### config.mk
export PLATFORM = sky130hd
export DESIGN_NAME = cache_access_arbiter
export DESIGN_NICKNAME = d
export VERILOG_FILES = /design/src/rtl/cache_access_arbiter.sv
export SDC_FILE = /design/constraint.sdc
export NUM_CORES = 1
export LEC_CHECK = 0
export ABC_AREA = 0
export CAP_MARGIN = 20
export CORE_ASPECT_RATIO = 0.75
export CORE_MARGIN = 3
export CORE_UTILIZATION = 49
export CTS_CLUSTER_DIAMETER = 30
export CTS_CLUSTER_SIZE = 40
export DETAILED_ROUTE_END_ITERATION = 8
export PLACE_DENSITY = 0.89
export SYNTH_ARGS = -nofsm -noshare
export SYNTH_HDL_FRONTEND = slang
export SYNTH_SLANG_ARGS = --single-unit
### constraint.sdc
create_clock -name Clk -period 5.3 [get_ports Clk]
set_clock_uncertainty 0.1 [all_clocks]
set_input_delay 0.53 -clock Clk [delete_from_list [all_inputs] [get_ports Clk]]
set_output_delay 0.53 -clock Clk [all_outputs]
set_load 0.05 [all_outputs]
### src/rtl/cache_access_arbiter.sv
// cache_access_arbiter
//
// Shares the cache lookup path between an instruction requester (port 0) and
// a data requester (port 1). One transaction at a time, round-robin when both
// ports request. Each transaction strobes the cache, samples the 2-bit hit
// code LOOKUP_LAT cycles later, and on a double miss runs a main-memory fetch
// handshake bounded by MEM_TIMEOUT cycles before pulsing Done.
//
// Parameters:
//   LOOKUP_LAT  (1..7)    cycles from CStrobe to a valid CHit
//   MEM_TIMEOUT (2..255)  max cycles in the memory fetch before giving up
//   ADDWID                address width
//
// Ports:
//   Clk, Rst            clock, asynchronous active-high reset
//   Req0/Add0           port 0 request (held until Done0) and address
//   Req1/Add1           port 1 request (held until Done1) and address
//   Done0/Done1         one-cycle completion pulses
//   Result              01 L1 hit, 10 L2 hit, 00 memory fill, 11 timeout
//   CAdd/CStrobe/CHit   cache lookup address, strobe, returned hit code
//   MemReq/MemAdd/MemAck main-memory fetch handshake
//
// Optional feature (macro CACHE_ARB_STATS_EN): adds StatClr input and the
// saturating 16-bit outcome counters L1Cnt, L2Cnt, MissCnt, ErrCnt.

module cache_access_arbiter #(
  parameter int LOOKUP_LAT  = 2,
  parameter int MEM_TIMEOUT = 64,
  parameter int ADDWID      = 16
) (
  input  logic              Clk,
  input  logic              Rst,
  input  logic              Req0,
  input  logic [ADDWID-1:0] Add0,
  input  logic              Req1,
  input  logic [ADDWID-1:0] Add1,
  output logic              Done0,
  output logic              Done1,
  output logic [1:0]        Result,
  output logic [ADDWID-1:0] CAdd,
  output logic              CStrobe,
  input  logic [1:0]        CHit,
  output logic              MemReq,
  output logic [ADDWID-1:0] MemAdd,
  input  logic              MemAck
`ifdef CACHE_ARB_STATS_EN
  ,
  input  logic              StatClr,
  output logic [15:0]       L1Cnt,
  output logic [15:0]       L2Cnt,
  output logic [15:0]       MissCnt,
  output logic [15:0]       ErrCnt
`endif
);

  typedef enum logic [2:0] {
    ST_IDLE   = 3'd0,
    ST_STROBE = 3'd1,
    ST_WAIT   = 3'd2,
    ST_MEM    = 3'd3,
    ST_DONE   = 3'd4
  } state_t;

  localparam logic [2:0] WAIT_LOAD = 3'(LOOKUP_LAT - 1);
  localparam logic [7:0] TO_LOAD   = 8'(MEM_TIMEOUT);

  state_t              state_q, state_d;
  logic                cur_q, cur_d;     // port owning the current transaction
  logic                last_q, last_d;   // port granted most recently
  logic [ADDWID-1:0]   cadd_q, cadd_d;
  logic [ADDWID-1:0]   madd_q, madd_d;
  logic [1:0]          result_q, result_d;
  logic [2:0]          wcnt_q, wcnt_d;   // lookup latency countdown
  logic [7:0]          tcnt_q, tcnt_d;   // memory timeout countdown
  logic                pick;

  always_ff @(posedge Clk or posedge Rst) begin
    if (Rst) begin
      state_q  <= ST_IDLE;
      cur_q    <= 1'b0;
      last_q   <= 1'b1;   // so port 0 wins the first tie after reset
      cadd_q   <= '0;
      madd_q   <= '0;
      result_q <= 2'b00;
      wcnt_q   <= '0;
      tcnt_q   <= '0;
    end else begin
      state_q  <= state_d;
      cur_q    <= cur_d;
      last_q   <= last_d;
      cadd_q   <= cadd_d;
      madd_q   <= madd_d;
      result_q <= result_d;
      wcnt_q   <= wcnt_d;
      tcnt_q   <= tcnt_d;
    end
  end

  always_comb begin
    state_d  = state_q;
    cur_d    = cur_q;
    last_d   = last_q;
    cadd_d   = cadd_q;
    madd_d   = madd_q;
    result_d = result_q;
    wcnt_d   = wcnt_q;
    tcnt_d   = tcnt_q;
    // On a tie take the port that did not go last; otherwise whoever asks.
    pick     = (Req0 && Req1) ? ~last_q : Req1;

    case (state_q)
      ST_IDLE: begin
        if (Req0 || Req1) begin
          cur_d   = pick;
          cadd_d  = pick ? Add1 : Add0;
          state_d = ST_STROBE;
        end
      end
      ST_STROBE: begin
        wcnt_d  = WAIT_LOAD;
        state_d = ST_WAIT;
      end
      ST_WAIT: begin
        if (wcnt_q == 3'd0) begin
          if (CHit == 2'b01 || CHit == 2'b10) begin
            result_d = CHit;
            state_d  = ST_DONE;
          end else begin
            // 00 and the illegal 11 both go to memory.
            madd_d  = cadd_q;
            tcnt_d  = TO_LOAD;
            state_d = ST_MEM;
          end
        end else begin
          wcnt_d = wcnt_q - 3'd1;
        end
      end
      ST_MEM: begin
        if (MemAck) begin
          result_d = 2'b00;
          state_d  = ST_DONE;
        end else begin
          tcnt_d = tcnt_q - 8'd1;
          // Exiting when the count hits 0 gives exactly MEM_TIMEOUT MEM cycles.
          if (tcnt_q == 8'd1) begin
            result_d = 2'b11;
            state_d  = ST_DONE;
          end
        end
      end
      ST_DONE: begin
        last_d  = cur_q;
        state_d = ST_IDLE;
      end
      default: state_d = ST_IDLE;
    endcase
  end

  // Strobes and pulses decode straight from state so reset drops them at once.
  assign CStrobe = (state_q == ST_STROBE);
  assign MemReq  = (state_q == ST_MEM);
  assign Done0   = (state_q == ST_DONE) && !cur_q;
  assign Done1   = (state_q == ST_DONE) &&  cur_q;
  assign Result  = result_q;
  assign CAdd    = cadd_q;
  assign MemAdd  = madd_q;

`ifdef CACHE_ARB_STATS_EN
  // Indexed directly by the Result code: 0 fill, 1 L1, 2 L2, 3 timeout.
  logic [3:0][15:0] stat_q;

  always_ff @(posedge Clk or posedge Rst) begin
    if (Rst) begin
      stat_q <= '0;
    end else if (StatClr) begin
      stat_q <= '0;
    end else if (state_q == ST_DONE && stat_q[result_q] != 16'hFFFF) begin
      stat_q[result_q] <= stat_q[result_q] + 16'd1;
    end
  end

  assign MissCnt = stat_q[0];
  assign L1Cnt   = stat_q[1];
  assign L2Cnt   = stat_q[2];
  assign ErrCnt  = stat_q[3];
`endif

endmodule
==> flow_summary.ini <==
[floorplanning]
fp.dieH_um = 65.9
rows = 21
initial_core_util = 0.515
die_w_um = 85.8
ios = 77
core_area_sq_um = 4550
die_area_sq_um = 5650

[hold_path]
hold_path.class = reg -> reg
whs_path_depth = 1
hp-start = wcnt_q[0]

[logic_synthesis]
synthSimpleGateAreaFrac = 0.136
ys_warn_count = 0
ys_seq_area_frac = 0.535
synthAdderAreaFrac = 0.0214
syn_inst = 202
ys_ff_latch = 50
synth_ff_type = dfrtp_1
synth_top_family_by_area = multiplexers
syn_area_sq_um = 2340
async_flop_share = 1.00
yosysTopAreaCellShare = 0.524
synth-xor-area-share = 0.0224
synth_fp_nets = 245
synth_area_leaders = dfrtp_1, mux2i_1, mux2_2, nor2_1, a21oi_1
synth_edf_count = 0
synth-compound-area-share = 0.0748
avgSynthCellArea_sq_um = 11.6
yosys.area.top_type = dfrtp_1
synth_mux_area_frac = 0.162
synth.distinct_cells = 37

[power_and_ir_drop]
switchingPower_mw = 1.06
power_frac_clock = 0.113
leakage_nw = 1.40
internal_power_mw = 1.20
swShare = 0.469
pwr-share-comb = 0.568
ir_worst_vdd_v = 0.000394
sequentialPowerShare = 0.318
powerDensity_nw_per_um2 = 688

[critical_path]
path_cells = nor3b_1 -> clkdlybuf4s50_1
critPathMaxStageDelay_ns = 0.87
worstSetupStartpointType = flop
endpoint_kind = primary output
cp_max_fo = 11
slowest_stage = clkdlybuf4s50_1
worstSetupPathType = reg -> out
cp.required_ns = 4.67
r2r_start = wcnt_q[0]
cp-startpoint = state_q[0]
worstPathArrival_ns = 2.09
cpLargestDelayFamily = buffers and inverters
r2r_cells = 6
cp_num_cells = 2
cp_num_buf_inv = 1

[layout]
antenna_cells = 0
finalNetCount = 322
final_cell_mix = clkdlybuf4s50_1, dfrtp_1, nor2_1
drive_gt1_frac = 0.125
seq_area_sq_um = 1250
area_growth_pct = 40.0
layout_commonest_cell = clkdlybuf4s50_1
multi_input_area_sq_um = 980
fill_cells = 339

[cts]
cts_hold_buf = 0
cts_made_buffers = 5
path_clk_slew_ns = 0.09
clockBufferDepth = 2
ctsResizeCount = 0
root_buffer = clkbuf_8
htree_levels = 2
cts.sink_count = 50
cts_tree = built
clkLatencyLatePin_ns = 0.29
post_cts.repair.setup_buffers = 0

[sta]
worst_slack_ns = 2.58
setup_viol = 0
final_max_slew_viol_count = 0
layout_min_cycle_time_ns = 2.72
relSlewSlack = 0.653
finalCritPeriodShare = 0.514
grt_setup_unrepaired = false
finalHoldViolations = 0
finalHoldWorstSlack_ns = 0.381
worst_slew_pin_slew_ns = 0.519
tns_ns = 0
max_freq_ghz = 0.367

[job]
cap_violations = 0

[route]
routed-via-count = 1748
remaining_drc_errors = 0
firstDrtPassIters = 4
drt_wl_total_mm = 4.94
drtIter0Drc = 63
routedWlPerCell_um = 14.6
viasPerCell = 5.19
antenna_left = 0

[grt]
grt_pass1_wl_mm = 8.03
antenna_found_initial = 0
grt_pass1_vias = 1770
grt_max_degree = 51
overflow = 0
grtUsageTotal = 0.181

[place]
gp_congestion = 0.772
dp_hpwl_mm = 3.58
port_buffers = 76
pre_cts_ws_ns = 2.86

[run_status]
status = finished, final reports clean
-- synthesized netlist by cell type, types with 2 or more instances --
cell and n:
mux2_2 16, nand4b_1 2, or3_1 2, buf_6 2, xor2_1 5, buf_2 5, nor2_1 31, nor3_1 2
nand2_1 5, dfrtp_1 49, mux2i_1 20, buf_4 2, a21oi_1 20, ha_1 4, o2bb2ai_1 2, nand3_1 2
o21ai_0 3, inv_1 10, nor4_4 2
-- metrics by stage --
| stage | cell area, sq um | util | total power, mW | cells |
|---|---|---|---|---|
| after floorplan | 2340 | - | 1.59 | 202 |
| after global placement | 3120 | 0.687 | 1.95 | 327 |
| after detailed placement | 3120 | 0.687 | 1.99 | 327 |
| after CTS | 3230 | 0.711 | 2.25 | 335 |
| after global routing | 3280 | 0.721 | 2.39 | 337 |
| final | 3280 | 0.721 | 2.25 | 337 |
-- registers in the layout, summed over array words and instances (netlist names) --
| register | count |
|---|---|
| cur_q | 1 |
| tcnt_q | 8 |
| last_q | 1 |
| CAdd | 16 |
| Result | 2 |
| MemAdd | 16 |
| state_q | 3 |
| wcnt_q | 3 |
-- final timing paths --
check	end	slack, ns
hold / removal	wcnt_q[0]	0.38
hold reg to reg	wcnt_q[0]	0.38
max in group asynchronous	last_q	4.07
min in group asynchronous	CAdd[11]	0.46
setup / recovery	CStrobe	2.58
setup reg to reg	MemAdd[0]	3.33
-- power groups by stage --
stage	Sequential (mW)	Clock [mW]	Combinational, mW
global placement	0.716	0	1.24
global route	0.750	0.278	1.36
finish	0.717	0.255	1.28
floorplan	1.14	0	0.455
CTS	0.718	0.261	1.27
detailed placement	0.721	0	1.27
-- area by class of cell --
class                   instances  share of cell area
flip-flops and latches         50               0.382
multi-input cells             131               0.299
repair buffers                 81               0.253
clock buffers                   7              0.0233
well taps                      57              0.0218
inverters                      10              0.0115
clock inverters                 1             0.00916
-- kinds of logic after synthesis --
kind of cell | after synthesis
buf+inv | 21
flops | 50
compound gates | 31
simple gates | 54
fa+ha+maj | 4
mux | 36
xor+xnor | 6
-- routing by layer --
layer	track usage	up-vias	routed length (um)
met5	0	-	0
met4	0.0415	0	21
met3	0.0436	4	325
met2	0.304	58	2370
met1	0.238	841	2210
li1	-	845	-
Note: power is estimated with default switching activity, not from simulation.
